**src/rtl/systolic_fpga_example_pkg.sv**
```systemverilog
`default_nettype none
// ============================================================================
// systolic_fpga_example_pkg : shared types for the vadd job scheduler
// Revision 1.0
// ============================================================================
package systolic_fpga_example_pkg;

    localparam int JOB_ADDR_W  = 64;
    localparam int JOB_BYTES_W = 32;
    localparam int JOB_CONST_W = 32;

    typedef enum logic [2:0] {
        ST_IDLE  = 3'd0,
        ST_LOAD  = 3'd1,
        ST_START = 3'd2,
        ST_WAIT  = 3'd3,
        ST_HALT  = 3'd4
    } sched_state_t;

    typedef struct packed {
        logic [JOB_ADDR_W-1:0]  addr;
        logic [JOB_BYTES_W-1:0] bytes;
        logic [JOB_CONST_W-1:0] constant;
    } job_desc_t;

endpackage
`default_nettype wire

```
**src/rtl/systolic_fpga_example_job_fifo.sv**
```systemverilog
`default_nettype none
// ============================================================================
// systolic_fpga_example_job_fifo : synchronous job FIFO, head visible on pop_data
// Revision 1.0
// ============================================================================
module systolic_fpga_example_job_fifo #(
    parameter int WIDTH = 128,
    parameter int DEPTH = 4
) (
    input  logic             aclk,
    input  logic             areset_n,
    input  logic             push,
    input  logic [WIDTH-1:0] push_data,
    input  logic             pop,
    output logic [WIDTH-1:0] pop_data,
    output logic             full,
    output logic             empty
);
    localparam int AW = $clog2(DEPTH);

    logic [WIDTH-1:0] mem [DEPTH];
    logic [AW:0]      wr_ptr;
    logic [AW:0]      rd_ptr;
    logic             do_push;
    logic             do_pop;

    assign do_push  = push && !full;
    assign do_pop   = pop && !empty;
    assign empty    = (wr_ptr == rd_ptr);
    // Extra pointer bit distinguishes full from empty when the indices match.
    assign full     = (wr_ptr[AW-1:0] == rd_ptr[AW-1:0]) && (wr_ptr[AW] != rd_ptr[AW]);
    assign pop_data = mem[rd_ptr[AW-1:0]];

    always_ff @(posedge aclk or negedge areset_n) begin
        if (!areset_n) begin
            wr_ptr <= '0;
            rd_ptr <= '0;
        end else begin
            if (do_push) wr_ptr <= wr_ptr + 1'b1;
            if (do_pop)  rd_ptr <= rd_ptr + 1'b1;
        end
    end

    always_ff @(posedge aclk) begin
        if (do_push) mem[wr_ptr[AW-1:0]] <= push_data;
    end

endmodule
`default_nettype wire

```
**src/rtl/systolic_fpga_example_vadd_scheduler.sv**
```systemverilog
`default_nettype none
// ============================================================================
// systolic_fpga_example_vadd_scheduler : splits queued jobs into vadd chunk runs
// Revision 1.0
// ============================================================================
module systolic_fpga_example_vadd_scheduler #(
    parameter int C_M_AXI_ADDR_WIDTH = 64,
    parameter int C_XFER_SIZE_WIDTH  = 32,
    parameter int C_ADDER_BIT_WIDTH  = 32,
    parameter int C_CHUNK_BYTES      = 65536,
    parameter int C_FIFO_DEPTH       = 4,
    parameter int C_TIMEOUT_CYCLES   = 2**20
) (
    input  logic                          aclk,
    input  logic                          areset_n,
    input  logic                          s_job_valid,
    output logic                          s_job_ready,
    input  logic [C_M_AXI_ADDR_WIDTH-1:0] s_job_addr,
    input  logic [C_XFER_SIZE_WIDTH-1:0]  s_job_bytes,
    input  logic [C_ADDER_BIT_WIDTH-1:0]  s_job_constant,
    output logic                          vadd_ap_start,
    input  logic                          vadd_ap_done,
    output logic [C_M_AXI_ADDR_WIDTH-1:0] vadd_addr_offset,
    output logic [C_XFER_SIZE_WIDTH-1:0]  vadd_xfer_size_in_bytes,
    output logic [C_ADDER_BIT_WIDTH-1:0]  vadd_constant,
    output logic                          job_done,
    output logic                          job_error,
    output logic                          busy
);
    import systolic_fpga_example_pkg::*;

    localparam int                           TW    = $clog2(C_TIMEOUT_CYCLES + 1);
    localparam logic [TW-1:0]                LIMIT = TW'(C_TIMEOUT_CYCLES - 1);
    localparam logic [C_XFER_SIZE_WIDTH-1:0] CHUNK = C_XFER_SIZE_WIDTH'(C_CHUNK_BYTES);

    sched_state_t                  state;
    sched_state_t                  state_nx;
    job_desc_t                     push_job;
    job_desc_t                     head_job;
    logic                          fifo_full;
    logic                          fifo_empty;
    logic                          push;
    logic                          pop;
    logic                          advance;
    logic                          done_set;
    logic                          error_set;
    logic [C_M_AXI_ADDR_WIDTH-1:0] cur_addr;
    logic [C_XFER_SIZE_WIDTH-1:0]  remaining;
    logic [C_ADDER_BIT_WIDTH-1:0]  cur_constant;
    logic [TW-1:0]                 wait_cnt;
    logic [C_XFER_SIZE_WIDTH-1:0]  chunk;
    logic [C_M_AXI_ADDR_WIDTH-1:0] addr_nx;
    logic [C_XFER_SIZE_WIDTH-1:0]  rem_nx;
    logic [C_XFER_SIZE_WIDTH-1:0]  chunk_nx;

    assign s_job_ready   = !fifo_full && (state != ST_HALT);
    assign push          = s_job_valid && s_job_ready;
    assign vadd_ap_start = (state == ST_START);
    assign busy          = (state != ST_IDLE) || !fifo_empty;

    always_comb begin
        push_job = '0;
        push_job.addr[C_M_AXI_ADDR_WIDTH-1:0]    = s_job_addr;
        push_job.bytes[C_XFER_SIZE_WIDTH-1:0]    = s_job_bytes;
        push_job.constant[C_ADDER_BIT_WIDTH-1:0] = s_job_constant;
    end

    systolic_fpga_example_job_fifo #(
        .WIDTH ($bits(job_desc_t)),
        .DEPTH (C_FIFO_DEPTH)
    ) u_job_fifo (
        .aclk      (aclk),
        .areset_n  (areset_n),
        .push      (push),
        .push_data (push_job),
        .pop       (pop),
        .pop_data  (head_job),
        .full      (fifo_full),
        .empty     (fifo_empty)
    );

    // Chunk never exceeds what is left of the job.
    assign chunk    = (remaining < CHUNK) ? remaining : CHUNK;
    assign addr_nx  = advance ? cur_addr + C_M_AXI_ADDR_WIDTH'(chunk) : cur_addr;
    assign rem_nx   = advance ? remaining - chunk : remaining;
    assign chunk_nx = (rem_nx < CHUNK) ? rem_nx : CHUNK;

    always_comb begin
        state_nx  = state;
        pop       = 1'b0;
        advance   = 1'b0;
        done_set  = 1'b0;
        error_set = 1'b0;
        case (state)
            ST_IDLE: begin
                if (!fifo_empty) begin
                    pop      = 1'b1;
                    state_nx = ST_LOAD;
                end
            end
            ST_LOAD: begin
                if (remaining == '0) begin
                    done_set = 1'b1;
                    state_nx = ST_IDLE;
                end else if (remaining[5:0] != 6'd0) begin
                    error_set = 1'b1;
                    state_nx  = ST_HALT;
                end else begin
                    state_nx = ST_START;
                end
            end
            ST_START: state_nx = ST_WAIT;
            ST_WAIT: begin
                // A done arriving on the expiry cycle still wins over the timeout.
                if (vadd_ap_done) begin
                    advance = 1'b1;
                    if (remaining == chunk) begin
                        done_set = 1'b1;
                        state_nx = ST_IDLE;
                    end else begin
                        state_nx = ST_START;
                    end
                end else if (wait_cnt == LIMIT) begin
                    error_set = 1'b1;
                    state_nx  = ST_HALT;
                end
            end
            ST_HALT: state_nx = ST_HALT;
            default: state_nx = ST_IDLE;
        endcase
    end

    always_ff @(posedge aclk or negedge areset_n) begin
        if (!areset_n) state <= ST_IDLE;
        else           state <= state_nx;
    end

    always_ff @(posedge aclk or negedge areset_n) begin
        if (!areset_n) begin
            cur_addr                <= '0;
            remaining               <= '0;
            cur_constant            <= '0;
            wait_cnt                <= '0;
            job_done                <= 1'b0;
            job_error               <= 1'b0;
            vadd_addr_offset        <= '0;
            vadd_xfer_size_in_bytes <= '0;
            vadd_constant           <= '0;
        end else begin
            job_done <= done_set;
            if (error_set) job_error <= 1'b1;
            if (pop) begin
                cur_addr     <= head_job.addr[C_M_AXI_ADDR_WIDTH-1:0];
                remaining    <= head_job.bytes[C_XFER_SIZE_WIDTH-1:0];
                cur_constant <= head_job.constant[C_ADDER_BIT_WIDTH-1:0];
            end else begin
                cur_addr  <= addr_nx;
                remaining <= rem_nx;
            end
            if (state == ST_WAIT) wait_cnt <= wait_cnt + TW'(1);
            else                  wait_cnt <= '0;
            // Chunk configuration is latched on entry to START and held until the next one.
            if (state_nx == ST_START) begin
                vadd_addr_offset        <= addr_nx;
                vadd_xfer_size_in_bytes <= chunk_nx;
                vadd_constant           <= cur_constant;
            end
        end
    end

endmodule
`default_nettype wire
```
**config.mk**
```make
export PLATFORM = sky130hd
export DESIGN_NAME = systolic_fpga_example_vadd_scheduler
export DESIGN_NICKNAME = d
export VERILOG_FILES = /design/src/rtl/systolic_fpga_example_pkg.sv /design/src/rtl/systolic_fpga_example_job_fifo.sv /design/src/rtl/systolic_fpga_example_vadd_scheduler.sv
export SDC_FILE = /design/constraint.sdc
export NUM_CORES = 1
export LEC_CHECK = 0
export ABC_AREA = 1
export CAP_MARGIN = 30
export CELL_PAD_IN_SITES_DETAIL_PLACEMENT = 0
export CELL_PAD_IN_SITES_GLOBAL_PLACEMENT = 2
export CORE_ASPECT_RATIO = 0.75
export CORE_UTILIZATION = 41
export DETAILED_ROUTE_END_ITERATION = 8
export MAX_ROUTING_LAYER = met4
export PLACE_DENSITY_LB_ADDON = 0.1
export SYNTH_ARGS = -nofsm -noshare
export SYNTH_HDL_FRONTEND = slang
export SYNTH_HIERARCHICAL = 1
export SYNTH_SLANG_ARGS = --single-unit
```
**constraint.sdc**
```tcl
create_clock -name aclk -period 14.5 [get_ports aclk]
set_clock_uncertainty 0.15 [all_clocks]
set_input_delay 1.45 -clock aclk [delete_from_list [all_inputs] [get_ports aclk]]
set_output_delay 1.45 -clock aclk [all_outputs]
set_load 0.02 [all_outputs]
```
# After elaboration in Yosys (flattened, before gate mapping)
# Memory sizes are Yosys's and may differ from the RTL's.
# Cells that the tools add are included.
# classes
n_addsub	5
n_lt_le_gt_ge	2
eq_ne	11
n_mux	29
reduce_logical	12
# op_table
op	count
32-bit 2-to-1 mux	4
64-bit 2-to-1 mux	2
64-bit by 32-bit adder with 64-bit output	1
32-bit by 17-bit < comparator with 1-bit output, second input constant	2
32-bit == test	1
32-bit logical NOT	1
32-bit subtractor	1
21-bit by 1-bit adder with 21-bit output, second input constant	1
21-bit by 20-bit == test with 1-bit output, second input constant	1
21-bit 2-to-1 mux	1
3-bit 2-to-1 mux	5
3-bit case mux with 5 select lines	1
1-bit 2-to-1 mux	13
3-bit by 2-bit == test with 1-bit output, second input constant	3
3-bit by 1-bit adder with 3-bit output, second input constant	2
6-bit nonzero test	1
1-bit logical AND	5
1-bit case mux with 2 select lines	2
3-bit by 1-bit == test with 1-bit output, second input constant	1
3-bit == test	1
3-bit == test, second input constant	1
3-bit logical NOT	1
3-bit != test, second input constant	1
3-bit nonzero test	1
other kinds (5)	6
# word_totals
reg_bits	288
ramBits	512
out_inout_bits	133
n_memories	1
# memory_table
name	depth	word_bits	rd	rd_ports_with_merged_regs	write_ports	line	rtl
u_job_fifo.mem	4	128	1	0	1	systolic_fpga_example_job_fifo.sv:21	logic [WIDTH-1:0] mem [DEPTH];

# Depth between registers and ports, before layout
# depth
ltp_word	8
depth_mapped	27
depth_no_buf	25

# Modules after synthesis
# Netlist, hierarchy kept.
# modules_own_cells
mod	instances	cells_per_inst	area_each_um2	seq_area_each_um2
systolic_fpga_example_job_fifo	1	1300	19472.4	15524.9
systolic_fpga_example_vadd_scheduler	1	2127	15481.1	7056.8

# Worst setup path after synthesis
# No wires, ideal clock.
# synth_timing
path_kind	input port to flip-flop
from	input s_job_valid
to	memory u_job_fifo.mem[0][0], enable pin
setup_ps	617
arrival_ps	7287
setup_slack_ps	6446
stages	3
path_buffers	0
path_cell_list	nor3b_1 nand2_2 nor2_1
# synth_via
elab_chain_cells	4
# synth_lines
item	line	rtl
start, declared	systolic_fpga_example_vadd_scheduler.sv:16	input logic s_job_valid,
1-bit logical AND	systolic_fpga_example_vadd_scheduler.sv:57	assign push = s_job_valid && s_job_ready;
1-bit logical AND	systolic_fpga_example_job_fifo.sv:27	assign do_push = push && !full;
1-bit 2-to-1 mux	systolic_fpga_example_job_fifo.sv:45	if (do_push) mem[wr_ptr[AW-1:0]] <= push_data;
1-bit 2-to-1 mux (not written as such)	systolic_fpga_example_job_fifo.sv:45	
end, declared	systolic_fpga_example_job_fifo.sv:21	
# Every way passes these cells.

# Worst setup path in the final report
# layout_timing
from	register u_job_fifo.rd_ptr[1]
to	output s_job_ready
# layout_via
elab_chain_cells	4
# layout_lines
item	line	rtl
start, declared	systolic_fpga_example_job_fifo.sv:23	logic [AW:0] rd_ptr;
start signal, assigned	systolic_fpga_example_job_fifo.sv:40	if (do_pop) rd_ptr <= rd_ptr + 1'b1;
2-bit == test	systolic_fpga_example_job_fifo.sv:31	assign full = (wr_ptr[AW-1:0] == rd_ptr[AW-1:0]) && (wr_ptr[AW] != rd_ptr[AW]);
1-bit logical AND	systolic_fpga_example_job_fifo.sv:31	
via fifo_full	systolic_fpga_example_vadd_scheduler.sv:40	logic fifo_full;
1-bit logical NOT	systolic_fpga_example_vadd_scheduler.sv:56	assign s_job_ready = !fifo_full && (state != ST_HALT);
1-bit logical AND	systolic_fpga_example_vadd_scheduler.sv:56	
end, declared	systolic_fpga_example_vadd_scheduler.sv:17	output logic s_job_ready,
# The timed path passes the listed nets, and every way through them passes these cells.

==> results.json <==
{
  "outcome": "finished clean",
  "setup-tns-final_ps": 0,
  "hold_slack_ps": 313,
  "crit_required_ps": 12900,
  "yosysSeqAreaShare": 0.646,
  "clock_sinks": 800,
  "ctsHoldBuffers": 0,
  "tightest_slew_ps": 932,
  "start_util": 0.415,
  "antenna_found_initial": 10,
  "cts.repair.resized": 0,
  "netlist_area_mm2": 0.0350,
  "cts_tree": "built",
  "gp_congestion": 0.895,
  "endpoint_kind": "output pin",
  "port_buffers": 264,
  "ys.flop_type": "edfxtp_1",
  "synth_area_leaders": "edfxtp_1 (44%), dfrtp_1 (21%), nand2_1 (10%)",
  "critPathMaxStageDelay_ps": 1010,
  "yosys.area.top_type": "edfxtp_1",
  "cp_max_fo": 74,
  "cts_buffers": 83,
  "maxCapViolCount": 0,
  "grt_pass1_wl_um": 151000,
  "ir_drop_v": 0.000193,
  "clk_pin_slew_worst_paths_ps": 60,
  "htreeDepth": 3,
  "final_common_cell": "nand2_1",
  "crit_top_cell": "nand2_1",
  "pin_count": 265,
  "start_kind": "flip-flop",
  "period_share": 0.360,
  "dr_total_vias": 25200,
  "grt_overflow_total": 0,
  "syn-instance-count": 3427,
  "slowest_stage": "dfrtp_4",
  "crit_type": "flip-flop to output pin",
  "hpwlAfterDp_um": 66600,
  "routed_wl_um": 101000,
  "layout_common_cells": "nand2_1 (943), edfxtp_1 (512), nor2_1 (449)",
  "die_h_um": 255,
  "drt_iter0_drc": 2188,
  "cts_root_buffer": "clkbuf_16",
  "maxSlewHeadroom": 0.377,
  "hold_path.class": "flip-flop to flip-flop",
  "via_per_inst": 5.17,
  "synthArstFlopShare": 0.360,
  "synth.distinct_cells": 53,
  "num-nets-final": 3840,
  "grt_pass1_vias": 24200,
  "fmax_mhz": 191,
  "ff2ff_setup_slack_ps": 9490,
  "grt_util_all_layers": 0.239,
  "synth_top_area_share": 0.440,
  "remaining_drc_errors": 0,
  "slew_violations": 0,
  "rsz0062_at_grt": "false",
  "post_cts_buffers": 0,
  "clock_path_buffers": 3,
  "insertion_delay_ps": 660,
  "hold_violations": 0,
  "core_mm2": 0.0843,
  "die-width_um": 339,
  "path_cells": "inv_4 -> nand2_1 -> nand2_1 -> nand3_2 -> inv_1 -> nor2_1 -> clkdlybuf4s50_1",
  "finalCriticalPeriod_ps": 5220,
  "powerDensity_mw_per_mm2": 218,
  "setup_viol": 0,
  "syn_area_per_cell_um2": 10.2,
  "ant_nets": 0,
  "die_area_mm2": 0.0864,
  "rows": 92,
  "ys_warn_count": 6,
  "areaGrowthSynthToFinish_pct": 18.4,
  "grt_max_degree": 146,
  "drive_above_1_share": 0.0584,
  "p_leak_nw": 16.5,
  "critPathArrivalTime_ps": 3620,
  "synth-edff-count": 512,
  "detail_route.wl_per_cell_um": 20.7,
  "synth_seq_cells": 800,
  "first_pass_iters": 5
}
critical path: cells and delay by family (launching register included):
kind / cells / cell delay, ps
flip-flops: 1 / 1010
AND/OR/NAND/NOR: 4 / 710
buffers and inverters: 3 / 1200
registers in the layout, summed over array words and instances (netlist names), 21 cells and up:
signal	count
remaining	32
wait_cnt	21
vadd_addr_offset	64
vadd_xfer_size_in_bytes	32
vadd_constant	32
cur_addr	64
u_job_fifo/mem	512
cur_constant	32
final timing paths:
path	from	endpoint	depth (start not counted)
setup / recovery	u_job_fifo/rd_ptr[1]	s_job_ready	7
hold / removal	wait_cnt[0]	wait_cnt[0]	1
setup reg to reg	u_job_fifo/rd_ptr[1]	vadd_addr_offset[13]	13
hold reg to reg	wait_cnt[0]	wait_cnt[0]	1
max in group asynchronous	areset_n	vadd_constant[10]	5
min in group asynchronous	areset_n	wait_cnt[17]	1
power by group:
group          internal, mW  total [mW]  switching (mW)
sequential             3.10        3.47           0.369
combinational          1.06        3.36            2.31
clock                  1.29        2.20           0.917
synthesized netlist by cell type (30+ instances only):
| master | instances |
|---|---|
| nand2_1 | 943 |
| edfxtp_1 | 512 |
| nor2_1 | 452 |
| dfrtp_1 | 288 |
| o21ai_0 | 242 |
| inv_1 | 190 |
| o22ai_1 | 129 |
| o21ai_1 | 107 |
| nand3_1 | 81 |
| clkbuf_1 | 69 |
| a21oi_1 | 50 |
| buf_6 | 40 |
| ha_1 | 39 |
| nor3_1 | 39 |
| xnor2_1 | 30 |
final cells by class:
class	count	area, µm²
inverter	197	759
tap	1128	1410
clock inverter	37	478
multi-input combinational	2290	10700
fill	7800	42900
timing repair buffer	296	3060
clock buffer	116	2350
sequential	800	22600
antenna	4	10.0
per-stage QoR:
stage          setup WS (ps)  power, mW  utilization  std cells  area [µm²]
3_5_place_dp            9210       6.86        0.456       4708       38500
3_3_place_gp            9250       6.79        0.455       4703       38300
6_report                9280       9.03        0.491       4868       41400
2_1_floorplan           6450       5.58            -       3441       35000
4_1_cts                 9260       9.09        0.490       4861       41300
5_1_grt                 9110       9.60        0.491       4868       41400
logic make-up after synthesis:
group	count (synthesis)	share of synthesized area
fa+ha+maj	40	0.0145
flops	800	0.646
buf+inv	351	0.0499
compound gates	577	0.0903
simple gates	1601	0.185
other cells	2	0.000215
xor+xnor	56	0.0140
layer usage:
layer	global-route usage	up-vias	part of all wire
li1	-	12100	-
met4	0.0582	0	0.017
met1	0.354	12300	0.49
met3	0.0414	140	0.061
met2	0.342	688	0.43
met5	-	-	0
Power figures use the tool's default switching activity.
